File: src/rtl/msdap_pkg.sv
// msdap_pkg: shared definitions for the MSDAP output serializer.
//   MSDAP_WORD_W : width of one channel result word (bits per frame)
//   MSDAP_CNT_W  : width of the bit-position counter (2**MSDAP_CNT_W >= MSDAP_WORD_W)
//   tx_state_t   : serializer FSM state encoding
package msdap_pkg;

  localparam int MSDAP_WORD_W = 40;
  localparam int MSDAP_CNT_W  = 6;

  typedef enum logic {
    IDLE  = 1'b0,
    SHIFT = 1'b1
  } tx_state_t;

endpackage

File: src/rtl/msdap_piso_ch.sv
// msdap_piso_ch: one channel of the output serializer. A WIDTH-bit
// parallel-load shift register clocked on the falling edge of sclk.
//   sclk    : serial clock (state updates on negedge)
//   reset_n : asynchronous active-low reset, clears the register
//   load    : capture din (has priority over shift)
//   shift   : shift left by one, inserting 0 at the LSB
//   din     : parallel word to load
//   msb     : current serial bit (register MSB)
module msdap_piso_ch #(
  parameter int WIDTH = 40
) (
  input  logic             sclk,
  input  logic             reset_n,
  input  logic             load,
  input  logic             shift,
  input  logic [WIDTH-1:0] din,
  output logic             msb
);

  logic [WIDTH-1:0] shreg;

  // Zero-fill on shift means the register is all zeros once a full frame
  // has been shifted out, so msb is 0 whenever the transmitter is idle.
  always_ff @(negedge sclk or negedge reset_n) begin
    if (!reset_n) begin
      shreg <= '0;
    end else if (load) begin
      shreg <= din;
    end else if (shift) begin
      shreg <= {shreg[WIDTH-2:0], 1'b0};
    end
  end

  assign msb = shreg[WIDTH-1];

endmodule

File: src/rtl/msdap_serial_tx.sv
// msdap_serial_tx: stereo output serializer. Takes one WIDTH-bit word per
// channel and shifts both out MSB-first, one bit per sclk period, with
// frame_sync marking the first bit of each frame. All state changes on the
// falling edge of sclk so outputs are stable at the rising edge.
//
// Optional feature macro: TX_HOLD_BUF_EN adds a one-entry holding buffer
// so a following word pair can be queued during a frame and frames run
// back-to-back with no idle period.
//
// Ports:
//   sclk       : serial clock, state updates on negedge
//   reset_n    : asynchronous active-low reset
//   in_l/in_r  : left/right parallel result words
//   in_valid   : in_l/in_r hold a word pair to send
//   in_ready   : block can accept a word pair on the next negedge
//   out_l/out_r: left/right serial data
//   frame_sync : high during the bit period carrying bit WIDTH-1
//   busy       : frame in progress
//   state_dbg  : current FSM state, for observation
//
// Handshake: a word pair transfers on a falling sclk edge where
// in_valid && in_ready. in_ready never depends on in_valid; the source may
// drop in_valid without a transfer. in_l/in_r are sampled only on the
// transfer edge.
module msdap_serial_tx
  import msdap_pkg::*;
#(
  parameter int WIDTH = MSDAP_WORD_W,
  parameter int CNT_W = MSDAP_CNT_W
) (
  input  logic             sclk,
  input  logic             reset_n,
  input  logic [WIDTH-1:0] in_l,
  input  logic [WIDTH-1:0] in_r,
  input  logic             in_valid,
  output logic             in_ready,
  output logic             out_l,
  output logic             out_r,
  output logic             frame_sync,
  output logic             busy,
  output tx_state_t        state_dbg
);

  tx_state_t        state;
  logic [CNT_W-1:0] cnt;
  logic             fs_q;
  logic             accept;
  logic             last_bit;
  logic             load;
  logic             shift;
  logic [WIDTH-1:0] load_l;
  logic [WIDTH-1:0] load_r;

  assign accept   = in_valid && in_ready;
  // Edge on which the final bit of the frame stops being presented.
  assign last_bit = (state == SHIFT) && (cnt == CNT_W'(WIDTH - 1));

`ifdef TX_HOLD_BUF_EN
  logic [WIDTH-1:0] hold_l;
  logic [WIDTH-1:0] hold_r;
  logic             hold_full;
  logic             hold_wr;

  assign in_ready = !hold_full;
  // A queued pair has priority at the frame boundary; with the buffer empty
  // a pair arriving on that same edge goes straight to the shift registers.
  assign load     = ((state == IDLE) && accept) || (last_bit && (hold_full || accept));
  assign load_l   = (last_bit && hold_full) ? hold_l : in_l;
  assign load_r   = (last_bit && hold_full) ? hold_r : in_r;
  // Mid-frame transfers park in the buffer.
  assign hold_wr  = accept && (state == SHIFT) && !last_bit;

  always_ff @(negedge sclk or negedge reset_n) begin
    if (!reset_n) begin
      hold_l    <= '0;
      hold_r    <= '0;
      hold_full <= 1'b0;
    end else if (hold_wr) begin
      hold_l    <= in_l;
      hold_r    <= in_r;
      hold_full <= 1'b1;
    end else if (last_bit && hold_full) begin
      hold_full <= 1'b0;
    end
  end
`else
  // Without a buffer the next pair is only taken once the line is idle,
  // which leaves at least one idle bit period between frames.
  assign in_ready = (state == IDLE);
  assign load     = (state == IDLE) && accept;
  assign load_l   = in_l;
  assign load_r   = in_r;
`endif

  assign shift = (state == SHIFT) && !load;

  always_ff @(negedge sclk or negedge reset_n) begin
    if (!reset_n) begin
      state <= IDLE;
      cnt   <= '0;
      fs_q  <= 1'b0;
    end else if (load) begin
      state <= SHIFT;
      cnt   <= '0;
      fs_q  <= 1'b1;
    end else if (state == SHIFT) begin
      fs_q <= 1'b0;
      if (last_bit) begin
        state <= IDLE;
        cnt   <= '0;
      end else begin
        cnt <= cnt + CNT_W'(1);
      end
    end
  end

  msdap_piso_ch #(.WIDTH(WIDTH)) u_ch_l (
    .sclk    (sclk),
    .reset_n (reset_n),
    .load    (load),
    .shift   (shift),
    .din     (load_l),
    .msb     (out_l)
  );

  msdap_piso_ch #(.WIDTH(WIDTH)) u_ch_r (
    .sclk    (sclk),
    .reset_n (reset_n),
    .load    (load),
    .shift   (shift),
    .din     (load_r),
    .msb     (out_r)
  );

  assign frame_sync = fs_q;
  assign busy       = (state == SHIFT);
  assign state_dbg  = state;

endmodule

File: config.mk
export PLATFORM = sky130hd
export DESIGN_NAME = msdap_serial_tx
export DESIGN_NICKNAME = d
export VERILOG_FILES = /design/src/rtl/msdap_pkg.sv /design/src/rtl/msdap_piso_ch.sv /design/src/rtl/msdap_serial_tx.sv
export SDC_FILE = /design/constraint.sdc
export NUM_CORES = 1
export LEC_CHECK = 0
export CAP_MARGIN = 0
export CELL_PAD_IN_SITES_DETAIL_PLACEMENT = 2
export CELL_PAD_IN_SITES_GLOBAL_PLACEMENT = 2
export CORE_MARGIN = 2
export CORE_UTILIZATION = 35
export CTS_BUF_LIST = sky130_fd_sc_hd__clkbuf_8
export CTS_CLUSTER_SIZE = 8
export DETAILED_ROUTE_END_ITERATION = 10
export GPL_TIMING_DRIVEN = 0
export PLACE_DENSITY_LB_ADDON = 0.05
export SETUP_SLACK_MARGIN = 0.4
export SLEW_MARGIN = 20
export SYNTH_ARGS = -nofsm -noshare
export SYNTH_HDL_FRONTEND = slang
export SYNTH_SLANG_ARGS = --single-unit
export TNS_END_PERCENT = 10
File: constraint.sdc
create_clock -name sclk -period 2.5 [get_ports sclk]
set_input_delay 0.375 -clock sclk [delete_from_list [all_inputs] [get_ports sclk]]
set_output_delay 0.375 -clock sclk [all_outputs]
set_load 0.05 [all_outputs]
==> results.txt <==
----------------------------------------------------
[Floorplanning]
  Total die area ... 12360 µm²
  Core area ... 11320 µm²
  Die height ... 111.2 µm
  Initial Utilization ... 35.52%
  Number of rows created at floorplan ... 39
  Die outline width ... between 100 and 150 µm
  Number of top-level pins ... 89

[Timing]
  Slew Limit Headroom ... 66.39%
  Worst slew pin tran ... 0.5041 ns
  Min Hold Slack ... 0.4328 ns
  Final setup violation count ... 6
  RSZ-0062 raised after global routing ... yes
  Post-Route Setup TNS ... -0.9336 ns
  Final hold violations ... 0
  Final setup slack of the worst path ... -0.2550 ns
  Max-slew violation count ... 0
  Skew final ... 0.005356 ns

[Clock tree]
  TritonCTS clock tree ... done
  H-Tree Depth ... 3
  Maximum root-to-sink buffer count ... 2
  Clock transition at the registers of the reported paths ... 0.06 ns
  Clock Latency Late Sink ... around 0.34 ns
  Number of buffers created by CTS ... 9
  Clock sink count ... just under 90
  Clock Tree Root ... sky130_fd_sc_hd__clkbuf_8
  Hold_buf cts ... 0

[Placed design]
  Hpwl dp ... 7.527 mm
  Final GP Congestion ... roughly 0.8
  Placed Instances ... about 620
  I/O Buffers ... 87
  Post-placement setup slack ... -0.5908 ns

[Worst setup path]
  Endpoint type of the worst setup path ... primary output
  Critical path arrival ... approximately 2.4 ns
  Worst reg-to-reg path cell count ... 5
  Destination of the worst register-to-register timing path ... u_ch_l.shreg[12]
  Buffers and inverters on the worst path ... 2
  Launching point of the worst reg2reg path ... busy
  Critical path endpoint ... state_dbg
  Worst setup path class ... reg2out
  Worst setup startpoint ... busy
  Type of origin of the critical path ... register
  CP Depth ... 2
  Peak fanout along the critical path ... 6
  CP cell instances ... buf_6, buf_12
  Worst-path cell with the longest stage delay ... sky130_fd_sc_hd__dfrtn_1
  Delay of the slowest cell on the worst path ... 0.52 ns
  Data required time of the worst path ... 2.12 ns
  R2r setup slk ... 0.74 ns
  Crit path max-delay family ... flip-flops

[Hold path]
  Type of the tightest min-delay check ... reg2reg

[Yosys]
  Post-Synth XOR/XNOR Area ... less than 1%
  Number of distinct library cells after synthesis ... 23
  Ys Warns ... 0
  Sequential area share after synthesis ... between 50% and 60%
  Post-synthesis instance area ... 4021 µm²
  Simple-gate portion of the synthesized area ... 9.365%
  Fraction of synthesized area in multiplexers ... 19.91%
  Share of the synthesized area in compound gates (AO/OA/AOI/OAI) ... approximately 11%
  Synthesized area divided by synthesized cell count ... 10.39 µm²
  Nets in the synthesized netlist ... approximately 470
  Flops & latches, synth ... 88
  Dominant combinational cell family by area after synthesis ... multiplexers
  Gate Count Post-Synth ... 387
  Post-synthesis adder-cell area fraction ... 0.3111%

[GRT]
  Total GRT Usage ... 18.32%
  Via count of the first global-routing pass ... between 3000 and 4000
  Grt total ovfl ... 0
  Maximum number of pins on one net before global-route repair ... 57
  Number of antenna violations at the first check in global routing ... 0
  First-pass GRT wire length ... 18.29 mm

[Cells and area]
  Layout Area Growth over Synthesis ... 40.45%
  Layout net count ... 580
  Diodes inserted ... 0
  Fraction of final layout cells sized beyond drive strength 1 ... between 10% and 20%
  Leading cell type in the layout, fill and taps excluded ... sky130_fd_sc_hd__dfrtn_1
  Commonest non-fill, non-tap cells in the layout ... sky130_fd_sc_hd__dfrtn_1 (88), sky130_fd_sc_hd__nand2_1 (85), sky130_fd_sc_hd__mux2i_1 (73)
  Post-route insts no fill ... 643

[Power and ir drop]
  Tot Pwr ... 3764 µW
  Power density of the placed cells ... 666.4 nW/µm²
  Combinational share of power ... around a quarter
  Sequential share of power ... 51.5%
  VDD IR-drop max ... 0.2462 mV
  Proportion of total power due to net switching ... 30.89%
  Leakage dissipation ... 0.002789 µW
  Part of the power in the clock network ... 24.0%
  Net Sw Power ... 1163 µW
  Internal power ... 2601 µW

[Flow run]
  Max_cap viols ... 0

[Run status]
  Violated checks ... setup timing
  Outcome ... complete, but fails checks

[Route]
  DRC ... 0
  Total routed wirelength ... 11.31 mm
  1st-iter DRT viols ... 63
  Detailed-routing iteration count for the pre-antenna-repair pass ... 3
  Routed length per placed instance ... 17.59 µm
  Total number of vias ... 3222
  Count of nets left with antenna violations after detail routing ... 0
  Vias per inst ... between 5 and 6

----------------------------------------------------
==> worst register-to-register path: stages (launching register included) <==
cell	delay (ns)
sky130_fd_sc_hd__dfrtn_1	0.52
sky130_fd_sc_hd__buf_4	0.15
sky130_fd_sc_hd__buf_4	0.10
sky130_fd_sc_hd__buf_2	0.23
sky130_fd_sc_hd__clkbuf_1	0.42
sky130_fd_sc_hd__o21ai_1	0.16
==> sequential cells by signal, indices dropped and copies added, names as in the netlist <==
register and flops:
frame_sync 1, busy 1, u_ch_l.shreg 40, u_ch_r.shreg 40, cnt 6
==> layer usage <==
layer	track usage [%]	wire length, µm
met2	31.67	5723
met1	23.82	5169
met5	0	0
met4	5.679	141
met3	2.624	275
==> Yosys cell counts <==
| cell type | number | share of area (%) |
|---|---|---|
| sky130_fd_sc_hd__a21oi_1 | 1 | 0.12 |
| sky130_fd_sc_hd__buf_1 | 1 | 0.093 |
| sky130_fd_sc_hd__buf_2 | 7 | 0.87 |
| sky130_fd_sc_hd__buf_4 | 9 | 1.7 |
| sky130_fd_sc_hd__buf_6 | 1 | 0.28 |
| sky130_fd_sc_hd__clkbuf_1 | 11 | 1.0 |
| sky130_fd_sc_hd__dfrtn_1 | 88 | 55 |
| sky130_fd_sc_hd__ha_1 | 1 | 0.31 |
| sky130_fd_sc_hd__inv_1 | 2 | 0.19 |
| sky130_fd_sc_hd__inv_2 | 1 | 0.093 |
| sky130_fd_sc_hd__mux2i_1 | 80 | 20 |
| sky130_fd_sc_hd__nand2_1 | 85 | 7.9 |
| sky130_fd_sc_hd__nand2b_1 | 1 | 0.16 |
| sky130_fd_sc_hd__nand3_1 | 2 | 0.25 |
| sky130_fd_sc_hd__nand4b_1 | 1 | 0.22 |
| sky130_fd_sc_hd__nor2_1 | 5 | 0.47 |
| sky130_fd_sc_hd__nor2b_1 | 1 | 0.16 |
| sky130_fd_sc_hd__o211ai_1 | 1 | 0.19 |
| sky130_fd_sc_hd__o21ai_0 | 40 | 5.0 |
| sky130_fd_sc_hd__o21ai_1 | 45 | 5.6 |
| sky130_fd_sc_hd__o22ai_1 | 2 | 0.31 |
| sky130_fd_sc_hd__or4_1 | 1 | 0.19 |
| sky130_fd_sc_hd__xor2_1 | 1 | 0.22 |
==> per-stage QoR <==
step | utilization, % | cell area [µm²]
after global placement | 45.08 | 5104
after detailed placement | 45.34 | 5132
after global routing | 49.89 | 5648
after floorplan | - | 4054
final | 49.89 | 5648
after CTS | 47.61 | 5390
==> how the worst min path moves through the flow <==
stage / depth (start not counted) / to / slack, ns / start
6_report: 2 / u_ch_r.shreg[18] / 0.43 / u_ch_r.shreg[17]
5_1_grt: 2 / u_ch_r.shreg[11] / 0.46 / u_ch_r.shreg[10]
3_3_place_gp: 2 / u_ch_r.shreg[14] / 0.42 / u_ch_r.shreg[13]
2_1_floorplan: 2 / u_ch_l.shreg[21] / 0.41 / u_ch_l.shreg[20]
4_1_cts: 2 / u_ch_l.shreg[34] / 0.44 / u_ch_l.shreg[33]
3_5_place_dp: 2 / u_ch_l.shreg[34] / 0.44 / u_ch_l.shreg[33]
==> cell families (layout without fill, tap and decap cells) <==
| kind of cell | Yosys count | count (layout) |
|---|---|---|
| and+or+nand+nor | 96 | 96 |
| muxes | 80 | 80 |
| AOI/OAI and AO/OA | 89 | 89 |
| buffers and inverters | 32 | 145 |
| adders and majority gates | 1 | 1 |
| xor gates and xnor gates | 1 | 1 |
| DFF | 88 | 88 |
==> layout make-up <==
type / instances / area [µm²]
Buffer: 29 / 264.0
Clock buffer: 11 / 151.4
Clock inverter: 4 / 21.27
Fill cell: 1157 / 5673
Inverter: 3 / 11.26
Multi-Input combinational cell: 267 / 1718
Sequential cell: 88 / 2202
Tap cell: 143 / 178.9
Timing Repair Buffer: 98 / 1101
==> power by group through the flow <==
stage | clock network [µW] | registers (µW) | logic, µW
after floorplan | 0 | 1930 | 486
after global routing | 1000 | 1980 | 1040
after detailed placement | 0 | 1950 | 849
final | 902 | 1940 | 923
after CTS | 940 | 1930 | 881
after global placement | 0 | 1930 | 798
==> what timing repair did <==
item,in CTS,in global routing
hold endpoints to repair,0,0
gates resized for setup,64,65
pin swaps,7,13
endpoints found under the setup margin,59,82
setup buffers,2,5
cloned,0,3
No activity file was read; power rests on OpenSTA's default activity.
